[src/rtl/multi_push_multi_pop_fifo_sync.sv]
// rtl/multi_push_multi_pop_fifo_sync.sv - circular FIFO with variable-width push and pop per cycle
// Credit-style flow control; head words exposed first-word-fall-through on lane-packed outputs.
module multi_push_multi_pop_fifo_sync #(
    parameter int W  = 8,
    parameter int D  = 4,
    parameter int NI = 4,
    parameter int NO = 4,
    parameter int WI = $clog2(NI + 1),
    parameter int WO = $clog2(NO + 1),
    parameter int WC = $clog2(D + 1)
) (
    input  logic            clk,
    input  logic            rst,
    input  logic [WI-1:0]   push,
    input  logic [NI*W-1:0] push_data,
    input  logic [WO-1:0]   pop,
    output logic [NO*W-1:0] pop_data,
    output logic [WI-1:0]   can_push,
    output logic [WO-1:0]   can_pop
);

    localparam int PW = (D > 1) ? $clog2(D) : 1;

    // Operand never exceeds 2D-1, so a single compare-and-subtract wraps it.
    function automatic int wrap(input int s);
        return (s >= D) ? s - D : s;
    endfunction

    logic [W-1:0]  mem_q [D];
    logic [W-1:0]  mem_d [D];
    logic [PW-1:0] wp_q, wp_d;
    logic [PW-1:0] rp_q, rp_d;
    logic [WC-1:0] count_q, count_d;

    int free_w;
    int cp_w;
    int cq_w;
    int push_eff;
    int pop_eff;

    always_comb begin
        free_w   = D - int'(count_q);
        cp_w     = (free_w < NI) ? free_w : NI;
        cq_w     = (int'(count_q) < NO) ? int'(count_q) : NO;
        push_eff = (int'(push) < cp_w) ? int'(push) : cp_w;
        pop_eff  = (int'(pop) < cq_w) ? int'(pop) : cq_w;

        mem_d = mem_q;
        for (int i = 0; i < NI; i++) begin
            if (i < push_eff) begin
                mem_d[PW'(wrap(int'(wp_q) + (i % D)))] = push_data[i*W +: W];
            end
        end

        wp_d    = PW'(wrap(int'(wp_q) + push_eff));
        rp_d    = PW'(wrap(int'(rp_q) + pop_eff));
        count_d = WC'(int'(count_q) + push_eff - pop_eff);

        can_push = WI'(cp_w);
        can_pop  = WO'(cq_w);

        // Lanes beyond can_pop still show whatever sits in memory there.
        pop_data = '0;
        for (int i = 0; i < NO; i++) begin
            pop_data[i*W +: W] = mem_q[PW'(wrap(int'(rp_q) + (i % D)))];
        end
    end

    always_ff @(posedge clk) begin
        if (rst) begin
            wp_q    <= '0;
            rp_q    <= '0;
            count_q <= '0;
            for (int j = 0; j < D; j++) begin
                mem_q[j] <= '0;
            end
        end else begin
            wp_q    <= wp_d;
            rp_q    <= rp_d;
            count_q <= count_d;
            for (int j = 0; j < D; j++) begin
                mem_q[j] <= mem_d[j];
            end
        end
    end

endmodule

[config.mk]
export PLATFORM = sky130hd
export DESIGN_NAME = multi_push_multi_pop_fifo_sync
export DESIGN_NICKNAME = d
export VERILOG_FILES = /design/src/rtl/multi_push_multi_pop_fifo_sync.sv
export SDC_FILE = /design/constraint.sdc
export NUM_CORES = 1
export LEC_CHECK = 0
export CAP_MARGIN = 20
export CORE_MARGIN = 4
export CORE_UTILIZATION = 49
export CTS_BUF_LIST = sky130_fd_sc_hd__clkbuf_2 sky130_fd_sc_hd__clkbuf_4 sky130_fd_sc_hd__clkbuf_8
export DETAILED_ROUTE_END_ITERATION = 7
export GPL_ROUTABILITY_DRIVEN = 0
export GPL_TIMING_DRIVEN = 0
export HOLD_SLACK_MARGIN = 0.05
export PLACE_DENSITY = 0.83
export SETUP_SLACK_MARGIN = 0.4
export SLEW_MARGIN = 20
export SYNTH_ARGS = -nofsm -noshare
export SYNTH_HDL_FRONTEND = slang
export SYNTH_SLANG_ARGS = --single-unit
[constraint.sdc]
create_clock -name clk -period 3.94 [get_ports clk]
set_clock_uncertainty 0.15 [all_clocks]
set_input_delay 0.788 -clock clk [delete_from_list [all_inputs] [get_ports clk]]
set_output_delay 0.788 -clock clk [all_outputs]
set_load 0.02 [all_outputs]
==> impl_metrics.json, run 1 <==
{
  "power_density_mw_per_mm2": 965,
  "syn-mean-instance-area_sq_um": 10.2,
  "met1_usage_pct": 32.2,
  "maxCapViolations": 0,
  "fin_ws_ns": 0.215,
  "synth.area.mux_share_pct": 27.1,
  "arrival_ns": 3.76,
  "synth-simple-area-share_pct": 12.8,
  "ant_nets": 0,
  "cts_buffers": 5,
  "gr-usage-met2_pct": 43.3,
  "diodes": 0,
  "cp-start-kind": "input port",
  "core_sq_mm": 0.00777,
  "tritoncts": "yes",
  "grt_pass1_wl_microns": 20100,
  "nets": 540,
  "htree_levels": 2,
  "drive_above_1_share_pct": 27.9,
  "synth_top_area_share_pct": 19.9,
  "worstHoldStart": "rp_q[0]$_SDFF_PP0_",
  "grt_overflow": 0,
  "final_cell_count_no_fill": 583,
  "grt_max_degree": 13,
  "use_met3_pct": 6.17,
  "r2r_slack_ns": 0.25,
  "clockRootBuffer": "clkbuf_8",
  "cts_max_path_buffers": 2,
  "placedCellCount": 562,
  "ys_warn_count": 0,
  "synth_edf_count": 0,
  "finalSetupTns_ns": 0,
  "synthFlopType": "dfxtp_1",
  "path_max_fanout": 4,
  "routed-via-count": 3881,
  "synth_top_area_cell": "dfxtp_1",
  "setup_violations": 0,
  "rr_startpoint": "count_q[0]$_SDFF_PP0_",
  "synth_xor_area_share_pct": 1.78,
  "path_cells": "clkdlybuf4s50_1, ha_4, a211o_1, a31o_2, nand2_2, ha_1, inv_1, ha_1, inv_1, fa_2, xor2_2, xnor2_1, xnor2_1, nor2_1",
  "clk_pin_slew_ns": 0.09,
  "finalHoldViolations": 0,
  "power.total_uw": 5080,
  "port_buffers": 76,
  "slew_viol_final": 0,
  "max_freq_ghz": 0.268,
  "synth_fa_ha_area_share_pct": 6.76,
  "p_leak_uw": 0.00187,
  "final-seq-area_sq_um": 783,
  "die_area_sq_mm": 0.00951,
  "drc_errors": 0,
  "synth_nets": 444,
  "syn-cell-area_sq_mm": 0.00393,
  "synth_area_leaders": "dfxtp_1 20%, mux4_2 18%, mux2i_1 8.2%",
  "grt_usage_pct": 26.2,
  "grt_pass1_vias": 3921,
  "worstSkewPairLatency_ns": 0.30,
  "startpoint": "push[2]",
  "fillers": 580,
  "synth_cell_types": 65,
  "pin_count": 78,
  "initial_core_util_pct": 50.5,
  "vias_per_cell": 6.66,
  "drt_iter0_markers": 391,
  "yosysMostFrequentCell": "dfxtp_1",
  "fp.dieW_microns": 97.5,
  "wl_per_cell_microns": 22.1,
  "worst_r2r_path_depth": 19,
  "synth_top_family_by_area": "multiplexers",
  "synthCells": 384,
  "max_stage_delay_ns": 0.57,
  "relSlewSlack_pct": 45.0,
  "cp_slowest_cell": "clkdlybuf4s50_1",
  "outcome": "complete, no violations",
  "whs_path_depth": 2,
  "dr.pass1.iters": 5,
  "cp-end-kind": "flop",
  "dp_hpwl_microns": 8920,
  "wl_microns": 12900,
  "synthArstFlopShare_pct": 0,
  "syn2layout_area_growth_pct": 34.1,
  "post-route-period-util_pct": 94.6,
  "tightest_slew_ns": 0.825,
  "die_h_microns": 97.5,
  "synth-compound-area-share_pct": 25.3,
  "worstSetupPathType": "input port to flop",
  "num_rows": 32,
  "hp-class": "flop to flop",
  "synth-seq-cells": 39,
  "cts.sink_count": 39,
  "pre_cts_ws_ns": -0.278,
  "ys_top_cells_by_count": "39 x dfxtp_1, 32 x mux2i_1, 32 x mux4_2",
  "peakVddDrop_uv": 696,
  "top_usage_layer": "met2",
  "fin_crit_ns": 3.73,
  "antenna_found_initial": 0,
  "yosysSeqAreaShare_pct": 19.9,
  "crit_required_ns": 3.97,
  "rsz0062_at_grt": "true",
  "multi_input_area_sq_mm": 0.00307
}
-- worst paths after layout --
kind,endpoint
min reg2reg,rp_q[0]$_SDFF_PP0_
max reg2reg,count_q[2]$_SDFF_PP0_
min,rp_q[0]$_SDFF_PP0_
max,count_q[2]$_SDFF_PP0_
-- kinds of logic after synthesis --
kind of cell | Yosys count
flip-flops | 39
buffers and inverters | 58
AND/OR/NAND/NOR | 81
multiplexers | 66
adder cells (fa/ha/maj) | 20
AO/OA/AOI/OAI | 112
XOR/XNOR | 8
-- area by class of cell --
type | instances | share of cell area [%]
Buffer | 27 | 3.07
Clock buffer | 6 | 1.45
Clock inverter | 2 | 1.14
Inverter | 31 | 2.31
Multi-Input combinational cell | 287 | 58.4
Sequential cell | 39 | 14.9
Tap cell | 102 | 2.42
Timing Repair Buffer | 89 | 16.4
-- stage by stage --
step / instance area (sq um) / hold WS, ns / util, %
CTS: 5160 / 0.449 / 66.4
detailed placement: 4900 / 0.429 / 63.1
global route: 5260 / 0.480 / 67.8
global placement: 4900 / 0.415 / 63.1
finish: 5260 / 0.451 / 67.8
floorplan: 4010 / 0.396 / -
-- placed cells by master, fill, tap and decap left out, types with 10 or more instances in the layout --
cell / n
a2111oi_2: 17
a21oi_1: 11
buf_4: 19
clkdlybuf4s50_1: 75
dfxtp_1: 37
ha_1: 14
inv_1: 27
mux2i_1: 32
mux4_2: 32
nand3b_1: 16
nor2_1: 23
o21ai_0: 10
o31ai_1: 16
-- power breakdown --
part / switching, uW / internal [uW]
Combinational: 2090 / 1860
Clock: 161 / 260
Sequential: 163 / 543
Total: 2410 / 2670
-- registers in the layout, indices dropped and copies added (netlist names) --
signal / count
wp_q: 2
mem_q: 32
count_q: 3
rp_q: 2
-- layer usage --
layer | part of all wire (%) | vias up
li1 | - | 1711
met1 | 38 | 1869
met2 | 49 | 251
met3 | 9.5 | 50
met4 | 2.9 | 0
met5 | 0 | -
-- critical path: cells and delay by family --
family          cells  cell delay [ns]
fa+ha+maj           4             1.03
buf+inv             3             0.69
compound gates      2             0.55
xor+xnor            3             0.50
simple gates        2             0.19
-- what timing repair did --
| action | in CTS | in global routing |
|---|---|---|
| pin swaps | 8 | 3 |
| gates resized for setup | 26 | 18 |
| setup endpoints to repair | 61 | 58 |
| setup buffers | 9 | 4 |
| hold buffers | 0 | 0 |
No activity file was read; power rests on OpenSTA's default activity.
==> run 2, diff against run 1 <==
SLEW_MARGIN = 0   (was 20)
==> results of run 2 <==
Same layout as run 1: the final DEF is identical, and so are final timing and power.
